--- config.mk ---
export PLATFORM = sky130hd
export DESIGN_NAME = tot_hit_timestamp
export DESIGN_NICKNAME = d
export VERILOG_FILES = /design/src/rtl/tot_pkg.sv /design/src/rtl/encode8b3b.sv /design/src/rtl/tot_hit_timestamp.sv
export SDC_FILE = /design/constraint.sdc
export NUM_CORES = 1
export LEC_CHECK = 0
export CAP_MARGIN = 15
export CELL_PAD_IN_SITES_DETAIL_PLACEMENT = 1
export CELL_PAD_IN_SITES_GLOBAL_PLACEMENT = 1
export CORE_MARGIN = 2
export CORE_UTILIZATION = 37
export DETAILED_ROUTE_END_ITERATION = 6
export PLACE_DENSITY_LB_ADDON = 0.2
export SLEW_MARGIN = 20
export SYNTH_ARGS = -nofsm -noshare
export SYNTH_HDL_FRONTEND = slang
export SYNTH_SLANG_ARGS = --single-unit
export TNS_END_PERCENT = 5
--- constraint.sdc ---
create_clock -name clk -period 5.7 [get_ports clk]
set_input_delay 1.14 -clock clk [delete_from_list [all_inputs] [get_ports clk]]
set_output_delay 1.14 -clock clk [all_outputs]
set_load 0.005 [all_outputs]
--- src/rtl/tot_pkg.sv ---
// Shared types and widths for the TOT hit timestamping path.
package tot_pkg;

    typedef enum logic [1:0] {
        IDLE,
        WAIT_STOP,
        DONE
    } state_t;

    localparam int FINE_W  = 3;
    localparam int THERM_W = 8;

    function automatic int ts_width(input int coarse_w);
        return coarse_w + FINE_W;
    endfunction

endpackage

--- src/rtl/encode8b3b.sv ---
// Bubble-tolerant 8b thermometer to 3b fine encoder (combinational).
module encode8b3b
    import tot_pkg::*;
(
    input  logic [THERM_W-1:0] code,
    input  logic [2:0]         level,
    output logic [FINE_W-1:0]  fine,
    output logic               err
);

    logic [FINE_W-1:0] lo;
    logic [FINE_W-1:0] hi;
    logic [FINE_W-1:0] diff;
    logic              found;

    always_comb begin
        lo    = '0;
        hi    = '0;
        found = 1'b0;
        for (int i = 0; i < THERM_W; i++) begin
            if (code[i]) begin
                if (!found) lo = FINE_W'(i);
                hi    = FINE_W'(i);
                found = 1'b1;
            end
        end
    end

    // Spread between outermost set bits measures the bubble width.
    always_comb begin
        diff = hi - lo;
        err  = found && (diff >= level);
        if (!found)
            fine = '1;
        else if (err)
            fine = '0;
        else if (diff <= FINE_W'(1))
            fine = lo;
        else
            fine = lo + FINE_W'(1);
    end

endmodule

--- src/rtl/tot_hit_timestamp.sv ---
// Captures start/stop edges of one hit and emits {TOA, TOT, error, timeout}
// through a valid/ready handshake.
module tot_hit_timestamp
    import tot_pkg::*;
#(
    parameter  int COARSE_W = 7,
    parameter  int TIMEOUT  = 63,
    localparam int TS_W     = ts_width(COARSE_W)
) (
    input  logic                clk,
    input  logic                rstn,
    input  logic [2:0]          level,
    input  logic                start_valid,
    input  logic [THERM_W-1:0]  start_code,
    input  logic [COARSE_W-1:0] start_coarse,
    input  logic                stop_valid,
    input  logic [THERM_W-1:0]  stop_code,
    input  logic [COARSE_W-1:0] stop_coarse,
    output logic                out_valid,
    input  logic                out_ready,
    output logic [TS_W-1:0]     out_toa,
    output logic [TS_W-1:0]     out_tot,
    output logic                out_error,
    output logic                out_timeout,
    output logic                busy,
    output logic                hit_dropped
);

    localparam int                CNT_W    = (TIMEOUT > 1) ? $clog2(TIMEOUT) : 1;
    localparam logic [CNT_W-1:0]  CNT_LAST = CNT_W'(TIMEOUT - 1);

    state_t            state_q, state_d;
    logic [CNT_W-1:0]  cnt_q, cnt_d;
    logic              accept_start;
    logic              capture;
    logic              timeout_hit;
    logic              drop;

    logic [FINE_W-1:0] start_fine, stop_fine;
    logic              start_err_c, stop_err_c;
    logic [TS_W-1:0]   start_ts_c, stop_ts_c;
    logic [TS_W-1:0]   start_ts_p1;
    logic              start_err_p1;
    logic [TS_W-1:0]   toa_src;
    logic              err_src;

    encode8b3b u_enc_start (
        .code  (start_code),
        .level (level),
        .fine  (start_fine),
        .err   (start_err_c)
    );

    encode8b3b u_enc_stop (
        .code  (stop_code),
        .level (level),
        .fine  (stop_fine),
        .err   (stop_err_c)
    );

    assign start_ts_c = {start_coarse, start_fine};
    assign stop_ts_c  = {stop_coarse, stop_fine};

    always_ff @(posedge clk) begin
        if (!rstn) begin
            state_q <= IDLE;
            cnt_q   <= '0;
        end else begin
            state_q <= state_d;
            cnt_q   <= cnt_d;
        end
    end

    always_comb begin
        state_d      = state_q;
        cnt_d        = cnt_q;
        accept_start = 1'b0;
        capture      = 1'b0;
        timeout_hit  = 1'b0;
        drop         = 1'b0;
        case (state_q)
            WAIT_STOP: begin
                drop = start_valid;
                if (stop_valid) begin
                    state_d = DONE;
                    capture = 1'b1;
                end else if (cnt_q == CNT_LAST) begin
                    state_d     = DONE;
                    capture     = 1'b1;
                    timeout_hit = 1'b1;
                end else begin
                    cnt_d = cnt_q + CNT_W'(1);
                end
            end
            default: begin
                // A DONE word being consumed frees the block in the same cycle,
                // so IDLE and DONE-with-ready share the start acceptance rules.
                if (state_q == DONE && !out_ready) begin
                    drop = start_valid;
                end else if (start_valid) begin
                    accept_start = 1'b1;
                    if (stop_valid) begin
                        state_d = DONE;
                        capture = 1'b1;
                    end else begin
                        state_d = WAIT_STOP;
                        cnt_d   = '0;
                    end
                end else begin
                    state_d = IDLE;
                end
            end
        endcase
    end

    assign toa_src = (state_q == WAIT_STOP) ? start_ts_p1  : start_ts_c;
    assign err_src = (state_q == WAIT_STOP) ? start_err_p1 : start_err_c;

    // Stage p1: latched start edge and the registered result word.
    always_ff @(posedge clk) begin
        if (!rstn) begin
            start_ts_p1  <= '0;
            start_err_p1 <= 1'b0;
            out_toa      <= '0;
            out_tot      <= '0;
            out_error    <= 1'b0;
            out_timeout  <= 1'b0;
            hit_dropped  <= 1'b0;
        end else begin
            hit_dropped <= drop;
            if (accept_start) begin
                start_ts_p1  <= start_ts_c;
                start_err_p1 <= start_err_c;
            end
            if (capture) begin
                out_toa     <= toa_src;
                out_tot     <= timeout_hit ? '0 : (stop_ts_c - toa_src);
                out_error   <= timeout_hit ? err_src : (err_src | stop_err_c);
                out_timeout <= timeout_hit;
            end
        end
    end

    assign out_valid = (state_q == DONE);
    assign busy      = (state_q != IDLE);

endmodule

==> metrics.md, run 1 <==
| Metric | Value |
|---|---|
| Drt pass-1 iters | 4 |
| Setup crit start kind | primary input |
| Headroom to the max-slew limit | 35.62% |
| Max-cap violations | 0 |
| Vias post-DR | 2644 |
| Synth Warn # | 0 |
| Synth unique cells | 49 |
| Die ar. | 8258 um2 |
| Async S/R FF share, synth | 0% |
| Remaining Overflow, GRT | 0 |
| Clock root buffer master | clkbuf_8 |
| Hold Vio Cnt, Final | 0 |
| Min Hold Slack | 481.3 ps |
| Drt wl/cell | 15.01 um |
| Critical path fanouts, max | 4 |
| Most frequent cells in the layout | clkdlybuf4s50_1 (62), dfxtp_1 (42), nand2_1 (39) |
| Die width | 90.88 um |
| Top sig layer | met4 |
| Port Buffers | 62 |
| Post-Syn Nets | 404 |
| Ys flop type | dfxtp_1 |
| P per Cell Area | 219.5 nW/um2 |
| Worst setup margin | 295.0 ps |
| Tightest Hold Check Type | reg2reg |
| Max Slew Vio Count | 0 |
| # Post-CTS Setup Buffers | 0 |
| M1 wire length | 3682 um |
| Yosys reg bits | 42 |
| Wire length of the first global-routing pass | 12850 um |
| Final clock skew | 6.752 ps |
| Core area | 7292 um2 |
| Area Overhead vs Synth | 29.61% |
| Top Ports | 63 |
| Post-synth EDFFs | 0 |
| Routed length on met2 | 3635 um |
| Die span in y | 90.88 um |
| Post-DP HPWL | 6041 um |
| H-tree depth | 2 |
| DR DRC count | 0 |
| Mapped Cells | 342 |
| Initial antenna violation count | 0 |
| Worst-case vdd ir drop | 0.1088 mV |
| Largest net degree at the start of global routing | 29 |
| RSZ-0062 raised after global routing | false |
| Routed WL | 7579 um |
| Filler cells | 911 |
| Vias in the first global route | 2662 |
| GPL Wtd Cong | 0.8060 |
| Layout cells sized above 1 | 6.158% |
| Slew at the pin closest to its max-slew limit | 962.7 ps |
| Nets | 467 |
| CTS max path bufs | 2 |
| Power Total | 0.7944 mW |
| Met3 routed WL | 207 um |
| Post-Place Setup Slack | -17.92 ps |
| Status | finished clean |
| DR iter-0 viols | 73 |
| Tot GR Track Use | 18.86% |
| Fmax | 0.1850 GHz |
| Minimum clock period | 5405 ps |
| FP Rows | 31 |
| Clk slew on worst S/H paths | 90 ps |
| Setup crit end kind | flop |
| Commonest non-fill, non-tap cell in the layout | clkdlybuf4s50_1 |
| Clock Sinks | 42 |
| # diodes | 0 |
| Mean Syn Cell Area | 8.166 um2 |
| CTS resizes | 0 |
| CTS tree | built |
| Hold-fix buffers at CTS | 0 |
| Static Leak | 1.543 nW |
| Data arrival, critical path | 5640 ps |
| CP required | 5930 ps |
| DRT antenna net count | 0 |
| Sequential fraction of the synthesis area | 30.11% |
| Inserted Clock Buffers | 5 |
| Via density per instance | 5.236 |
| Tcrit/Tclk final | 94.83% |
| Final-report setup violation count | 0 |
| Crit Path Category | in2reg |
| Worst skew pair latency | 300 ps |
| Starting density of the core | 38.30% |
| Post-Syn Area | 2793 um2 |
-- per-stage QoR --
| step | cell area, um2 | cells | utilization (%) | TNS [ps] |
|---|---|---|---|---|
| 4_1_cts | 3620 | 505 | 49.64 | 0 |
| 6_report | 3620 | 505 | 49.64 | 0 |
| 3_5_place_dp | 3525 | 497 | 48.34 | -39.19 |
| 5_1_grt | 3620 | 505 | 49.64 | 0 |
| 3_3_place_gp | 3525 | 497 | 48.34 | 0 |
| 2_1_floorplan | 2793 | 342 | - | 0 |
-- metal layers --
| layer | GRT usage (%) | vias to the layer above |
|---|---|---|
| met3 | 3.422 | 7 |
| met5 | 0 | - |
| met1 | 25.81 | 1261 |
| met4 | 3.409 | 0 |
| li1 | - | 1338 |
| met2 | 31.41 | 38 |
-- synthesized netlist by cell type, types with 2 or more instances --
library cell | count | share of area (%)
fa_1 | 3 | 2.2
nand2_1 | 39 | 5.2
mux2i_1 | 8 | 2.9
and2_1 | 7 | 1.6
and3_1 | 5 | 1.1
a21o_1 | 6 | 1.6
o21a_1 | 4 | 1.1
o21ai_0 | 26 | 4.7
nor2b_1 | 6 | 1.3
xnor2_1 | 5 | 1.6
a31oi_1 | 2 | 0.45
o41ai_1 | 2 | 0.63
nor2_1 | 34 | 4.6
nand2b_1 | 6 | 1.3
xor2_1 | 10 | 3.1
nor4_4 | 2 | 1.5
nand3_1 | 15 | 2.7
a32oi_1 | 2 | 0.63
nand4_1 | 3 | 0.67
a21boi_0 | 9 | 2.4
nor3_1 | 8 | 1.4
dfxtp_1 | 42 | 30
or2_2 | 2 | 0.45
a21oi_1 | 19 | 3.4
buf_2 | 4 | 0.72
inv_1 | 13 | 1.7
clkbuf_1 | 6 | 0.81
o211ai_1 | 2 | 0.54
o211a_1 | 8 | 2.9
o21bai_1 | 2 | 0.54
ha_1 | 21 | 9.4
a211oi_1 | 4 | 1.1
-- path summary, 6_finish.rpt --
path	startpoint	to	slack [ps]	cells past startpoint
max	start_code[6]	out_tot[8]	290	21
min	start_ts_p1[4]	start_ts_p1[4]	480	2
min reg2reg	start_ts_p1[4]	start_ts_p1[4]	480	2
max reg2reg	state_q[1]	out_tot[8]	2620	12
-- registers in the layout, indices dropped and copies added (netlist names) --
| name | flops |
|---|---|
| cnt_q | 6 |
| hit_dropped | 1 |
| state_q | 2 |
| out_timeout | 1 |
| out_error | 1 |
| start_ts_p1 | 10 |
| out_toa | 10 |
| start_err_p1 | 1 |
| out_tot | 10 |
-- power by group --
part	switching, mW	internal, mW	leakage (nW)
logic	0.128	0.130	1.15
clock network	0.110	0.0976	0.0472
registers	0.0137	0.315	0.344
total	0.252	0.542	1.54
-- final cells by class --
cell class / count / area (um2) / share of cell area, %
repair buffers: 68 / 665.6 / 18.39
flip-flops and latches: 42 / 840.8 / 23.23
inverters: 13 / 48.80 / 1.348
multi-input cells: 275 / 1846 / 50.99
clock inverters: 2 / 12.51 / 0.3457
clock buffers: 6 / 82.58 / 2.281
well taps: 99 / 123.9 / 3.422
-- critical path, stage by stage --
cell	delay [ps]
clkdlybuf4s50_1	570
inv_1	90
a21oi_1	160
o41ai_1	110
ha_1	230
fa_1	430
xor2_1	190
ha_1	300
a21o_1	170
a31oi_1	220
a21o_1	150
a32oi_1	70
nand2_1	110
o21ai_0	110
ha_1	380
a21o_1	150
nand2_1	60
a21oi_1	170
o41ai_1	100
or4b_2	640
nand3_1	80
-- logic make-up (layout without fill, tap and decap cells) --
logic type | after synthesis | in the layout | synth area share, %
flip-flops | 42 | 42 | 30.11
AO/OA/AOI/OAI | 93 | 93 | 22.27
AND/OR/NAND/NOR | 133 | 133 | 23.79
buffers and inverters | 25 | 89 | 3.808
multiplexers | 10 | 10 | 3.763
adder cells (fa/ha/maj) | 24 | 24 | 11.56
XOR/XNOR | 15 | 15 | 4.704
No activity file was read; power rests on OpenSTA's default activity.
==> run 2: changes to the inputs <==
CORE_MARGIN = default   (was 2)
SKIP_CTS_REPAIR_TIMING = 1   (was default)
clock period = 5.8 ns   (was 5.7 ns; I/O delays follow)
==> metrics.md, run 2 (synthesized netlist as in run 1, its figures left out) <==
| Metric | Value |
|---|---|
| Area Overhead vs Synth | 29.53% (was 29.61%) |
| Clock root buffer master | clkbuf_8 (unchanged) |
| Inserted Clock Buffers | 5 (unchanged) |
| Clk slew on worst S/H paths | 80 ps (was 90 ps) |
| Final clock skew | 4.641 ps (was 6.752 ps) |
| Crit Path Category | in2reg (unchanged) |
| DRT antenna net count | 0 (unchanged) |
| CP required | 6040 ps (was 5930 ps) |
| Post-Place Setup Slack | -0.3371 ps (was -17.92 ps) |
| Setup crit end kind | flop (unchanged) |
| Slew at the pin closest to its max-slew limit | 826.8 ps (was 962.7 ps) |
| Filler cells | 929 (was 911) |
| GPL Wtd Cong | 0.7927 (was 0.8060) |
| Tightest Hold Check Type | reg2reg (unchanged) |
| Commonest non-fill, non-tap cell in the layout | clkdlybuf4s50_1 (unchanged) |
| Largest registers | out_toa: 10 flops, out_tot: 10 flops, start_ts_p1: 10 flops (unchanged) |
| Power Total | 0.7601 mW (was 0.7944 mW) |
| P per Cell Area | 210.1 nW/um2 (was 219.5 nW/um2) |
| CTS max path bufs | 2 (unchanged) |
| Max Slew Vio Count | 0 (unchanged) |
| Worst setup margin | 331.5 ps (was 295.0 ps) |
| Initial antenna violation count | 0 (unchanged) |
| Tot GR Track Use | 19.33% (was 18.86%) |
| Vias in the first global route | 2571 (was 2662) |
| Critical path fanouts, max | 5 (was 4) |
| Multi-input logic area | 1867 um2 (was 1846 um2) |
| Headroom to the max-slew limit | 44.88% (was 35.62%) |
| Placed cells | 496 (was 497) |
| Drt wl/cell | 14.72 um (was 15.01 um) |
| Worst-case vdd ir drop | 0.1398 mV (was 0.1088 mV) |
| Routed WL | 7404 um (was 7579 um) |
| CTS tree | built (unchanged) |
| Hold Vio Cnt, Final | 0 (unchanged) |
| Die ar. | 7899 um2 (was 8258 um2) |
| H-tree depth | 2 (unchanged) |
| Status | finished clean (unchanged) |
| Static Leak | 1.543 nW (about the same) |
| Core area | 7292 um2 (unchanged) |
| Die span in y | 88.88 um (was 90.88 um) |
| Worst skew pair latency | 290 ps (was 300 ps) |
| DR iter-0 viols | 69 (was 73) |
| Post-DP HPWL | 5817 um (was 6041 um) |
| Most frequent cells in the layout | clkdlybuf4s50_1 (62), dfxtp_1 (42), nand2_1 (39) (unchanged) |
| Tcrit/Tclk final | 94.29% |
| Starting density of the core | 38.30% (unchanged) |
| Register area | 840.8 um2 (unchanged) |
| FP Rows | 31 (unchanged) |
| Die width | 88.88 um (was 90.88 um) |
| Setup crit start kind | primary input (unchanged) |
| Nets | 466 (was 467) |
| Data arrival, critical path | 5710 ps (was 5640 ps) |
| Max-cap violations | 0 (unchanged) |
| Wire length of the first global-routing pass | 11890 um (was 12850 um) |
| RSZ-0062 raised after global routing | false (unchanged) |
| Clock Sinks | 42 (unchanged) |
| Via density per instance | 5.247 (was 5.236) |
| Largest net degree at the start of global routing | 40 (was 29) |
| Top Ports | 63 (unchanged) |
| Layout cells sized above 1 | 6.436% (was 6.158%) |
| Minimum clock period | 5469 ps |
| # diodes | 0 (unchanged) |
| Fmax | 0.1829 GHz |
| Vias post-DR | 2639 (was 2644) |
| Remaining Overflow, GRT | 0 (unchanged) |
| Final-report setup violation count | 0 (unchanged) |
| Drt pass-1 iters | 4 (unchanged) |
| DR DRC count | 0 (unchanged) |
| Final std cells w/o fill | 503 (was 505) |
| Port Buffers | 62 (unchanged) |
==> run 2: metrics by stage <==
step                utilization, %  instance area (um2)  setup TNS (ps)  hold slack [ps]
detailed placement           48.23                 3517         -0.3371            458.9
global route                 49.61                 3617               0            491.8
CTS                          49.31                 3596               0            470.4
finish                       49.61                 3617               0            468.1
floorplan                        -                 2793               0            442.8
global placement             48.23                 3517               0            450.3
==> run 2: metal layers <==
layer	routed length [um]	up-vias	GRT usage, %
li1	-	1330	-
met1	3674	1260	26.32
met2	3492	47	32.94
met3	222	2	3.078
met4	14	0	2.639
met5	0	-	0
==> run 2: area by class of cell <==
class,count,area share [%]
tap,99,3.424
inverter,13,1.349
sequential,42,23.24
timing repair buffer,67,18.19
multi-input combinational,275,51.61
clock buffer,5,1.902
clock inverter,2,0.2767
==> run 2: path summary, 6_finish.rpt <==
kind,from,endpoint,slack (ps),cells past startpoint
max reg2reg,state_q[0],out_tot[8],2730,12
min,start_ts_p1[3],start_ts_p1[3],470,2
min reg2reg,start_ts_p1[3],start_ts_p1[3],470,2
max,start_code[2],out_tot[8],330,21
==> run 2: where the power goes <==
| part | switching, mW | total (mW) | internal, mW | leakage [nW] |
|---|---|---|---|---|
| Clock | 0.102 | 0.183 | 0.0810 | 0.0438 |
| Combinational | 0.126 | 0.255 | 0.128 | 1.16 |
| Sequential | 0.0135 | 0.323 | 0.309 | 0.344 |
==> run 2: critical path, cell delays in order <==
cell,delay [ps]
clkdlybuf4s50_1,610
nor2b_1,80
o21bai_1,160
o41ai_2,110
ha_1,220
fa_1,430
xor2_1,200
ha_1,320
a21o_1,180
a31oi_2,190
a21o_1,140
a32oi_1,60
nand2_1,110
o21ai_0,110
ha_1,380
a21o_1,150
nand2_1,60
a21oi_1,210
o41ai_2,100
or4b_2,630
nand3_1,80
==> run 3: changes to the inputs <==
CORE_MARGIN = 5   (was default)
CTS_CLUSTER_SIZE = 10   (was default)
==> metrics.md, run 3 (synthesized netlist as in run 1, its figures left out) <==
| Metric | Value |
|---|---|
| RSZ-0062 raised after global routing | false (unchanged) |
| Vias in the first global route | 2746 (was 2571) |
| DR DRC count | 0 (unchanged) |
| Remaining Overflow, GRT | 0 (unchanged) |
| Die span in y | 96.88 um (was 88.88 um) |
| Worst setup margin | 331.2 ps (was 331.5 ps) |
| Switch share | 31.10% (was 31.78%) |
| Initial antenna violation count | 0 (unchanged) |
| Inserted Clock Buffers | 5 (unchanged) |
| Most frequent cells in the layout | clkdlybuf4s50_1 (62), dfxtp_1 (42), nand2_1 (39) (unchanged) |
| Met3 routed WL | 319 um (was 222 um) |
| Headroom to the max-slew limit | 44.47% (was 44.88%) |
| GPL Wtd Cong | 0.7876 (was 0.7927) |
| Layout cells sized above 1 | 5.459% (was 6.436%) |
| CP required | 6030 ps (was 6040 ps) |
| Final std cells w/o fill | 502 (was 503) |
| Die ar. | 9385 um2 (was 7899 um2) |
| Tightest Hold Check Type | reg2reg (unchanged) |
| Nets | 466 (unchanged) |
| Top sig layer | met4 (unchanged) |
| Critical path fanouts, max | 5 (unchanged) |
| Top Ports | 63 (unchanged) |
| Data arrival, critical path | 5700 ps (was 5710 ps) |
| Flop pwr share | 42.1% (was 42.5%) |
| Routed WL | 7669 um (was 7404 um) |
| H-tree depth | 2 (unchanged) |
| Tcrit/Tclk final | 94.29% (about the same) |
| Filler cells | 921 (was 929) |
| Area Overhead vs Synth | 28.90% (was 29.53%) |
| Status | finished clean (unchanged) |
| Starting density of the core | 38.30% (unchanged) |
| FP Rows | 31 (unchanged) |
| Setup crit end kind | flop (unchanged) |
| Combinational Power Share | 33.1% (was 33.5%) |
| Psw | 0.2385 mW (was 0.2416 mW) |
| Minimum clock period | 5469 ps (about the same) |
| Max Slew Vio Count | 0 (unchanged) |
| Power Internal | 0.5284 mW (was 0.5185 mW) |
| Internal reg-to-reg setup slack | 2650 ps (was 2730 ps) |
| Worst skew pair latency | 290 ps (about the same) |
| P per Cell Area | 213.0 nW/um2 (was 210.1 nW/um2) |
| Setup crit start kind | primary input (unchanged) |
| Post-DP HPWL | 6053 um (was 5817 um) |
| Final-report setup violation count | 0 (unchanged) |
| Clock network power share | 24.8% (was 24.0%) |
| Largest registers | out_toa: 10 flops, out_tot: 10 flops, start_ts_p1: 10 flops (unchanged) |
| CTS tree | built (unchanged) |
| Clk slew on worst S/H paths | 80 ps (about the same) |
| Die width | 96.88 um (was 88.88 um) |
| Hold Vio Cnt, Final | 0 (unchanged) |
| Slew at the pin closest to its max-slew limit | 832.9 ps (was 826.8 ps) |
| Commonest non-fill, non-tap cell in the layout | clkdlybuf4s50_1 (unchanged) |
| Via density per instance | 5.261 (was 5.247) |
| Largest net degree at the start of global routing | 46 (was 40) |
| Static Leak | 1.534 nW (was 1.543 nW) |
| Vias post-DR | 2641 (was 2639) |
| M1 wire length | 3684 um (was 3674 um) |
| Post-route setup TNS | 0 ps (unchanged) |
| Wire length of the first global-routing pass | 12730 um (was 11890 um) |
| Post-Place Setup Slack | 39.38 ps (was -0.3371 ps) |
| Port Buffers | 62 (unchanged) |
| Crit Path Category | in2reg (unchanged) |
| Clock Sinks | 42 (unchanged) |
| Core area | 7292 um2 (unchanged) |
| Fmax | 0.1829 GHz (about the same) |
| Worst-case vdd ir drop | 0.1062 mV (was 0.1398 mV) |
| CTS max path bufs | 2 (unchanged) |
| Final clock skew | 5.501 ps (was 4.641 ps) |
| Placed cells | 496 (unchanged) |
| Tot GR Track Use | 16.05% (was 19.33%) |
| # diodes | 0 (unchanged) |
| Routed length on met2 | 3604 um (was 3492 um) |
| Max-cap violations | 0 (unchanged) |
| DRT antenna net count | 0 (unchanged) |
| Drt wl/cell | 15.28 um (was 14.72 um) |
| DR iter-0 viols | 65 (was 69) |
| Clock root buffer master | clkbuf_8 (unchanged) |
| Drt pass-1 iters | 4 (unchanged) |
-- run 3: changes by cell type in the layout (fill, tap and decap cells not counted) --
cell      delta
o41ai_2      -2
clkbuf_8     +1
o41ai_1      +2
a31oi_1      +1
clkinv_2     -2
a31oi_2      -1
-- run 3: power groups by stage --
stage | Combinational [mW] | Clock [mW] | Sequential [mW]
finish | 0.254 | 0.190 | 0.323
CTS | 0.256 | 0.198 | 0.323
floorplan | 0.149 | 0 | 0.328
global placement | 0.246 | 0 | 0.329
detailed placement | 0.254 | 0 | 0.329
global route | 0.284 | 0.212 | 0.326
-- run 3: path summary, 6_finish.rpt --
| check | endpoint | start | cells past startpoint |
|---|---|---|---|
| hold reg to reg | start_ts_p1[5] | start_ts_p1[5] | 2 |
| hold / removal | start_ts_p1[5] | start_ts_p1[5] | 2 |
| setup / recovery | out_tot[8] | start_code[2] | 21 |
| setup reg to reg | out_tot[8] | state_q[1] | 12 |
-- run 3: cell type report --
| class | count | area, um2 | area share, % |
|---|---|---|---|
| Timing Repair Buffer | 67 | 658.1 | 18.28 |
| Sequential cell | 42 | 840.8 | 23.36 |
| Inverter | 13 | 48.80 | 1.356 |
| Multi-Input combinational cell | 275 | 1846 | 51.27 |
| Tap cell | 99 | 123.9 | 3.441 |
| Clock buffer | 6 | 82.58 | 2.294 |
-- run 3: metrics by stage --
stage	hold WS, ps	instance area (um2)	utilization (%)	power [mW]
floorplan	442.8	2793	-	0.4763
global placement	450.6	3517	48.23	0.5751
detailed placement	463.0	3517	48.23	0.5835
CTS	475.1	3600	49.37	0.7777
global route	505.4	3600	49.37	0.8211
finish	474.3	3600	49.37	0.7669
-- run 3: critical path, stage by stage --
cell and delay, ps:
clkdlybuf4s50_1 600, nor2b_1 80, o21bai_1 130, o41ai_1 110
ha_1 230, fa_1 440, xor2_1 190, ha_1 290
a21o_1 150, a31oi_1 230, a21o_1 160, a32oi_1 80
nand2_1 130, o21ai_0 120, ha_1 400, a21o_1 150
nand2_1 50, a21oi_1 180, o41ai_1 110, or4b_2 630
nand3_1 80
-- run 3: per-layer routing --
layer / vias to the layer above / GRT usage (%)
li1: 1334 / -
met1: 1246 / 20.52
met2: 53 / 27.28
met3: 8 / 3.957
met4: 0 / 3.456
met5: - / 0
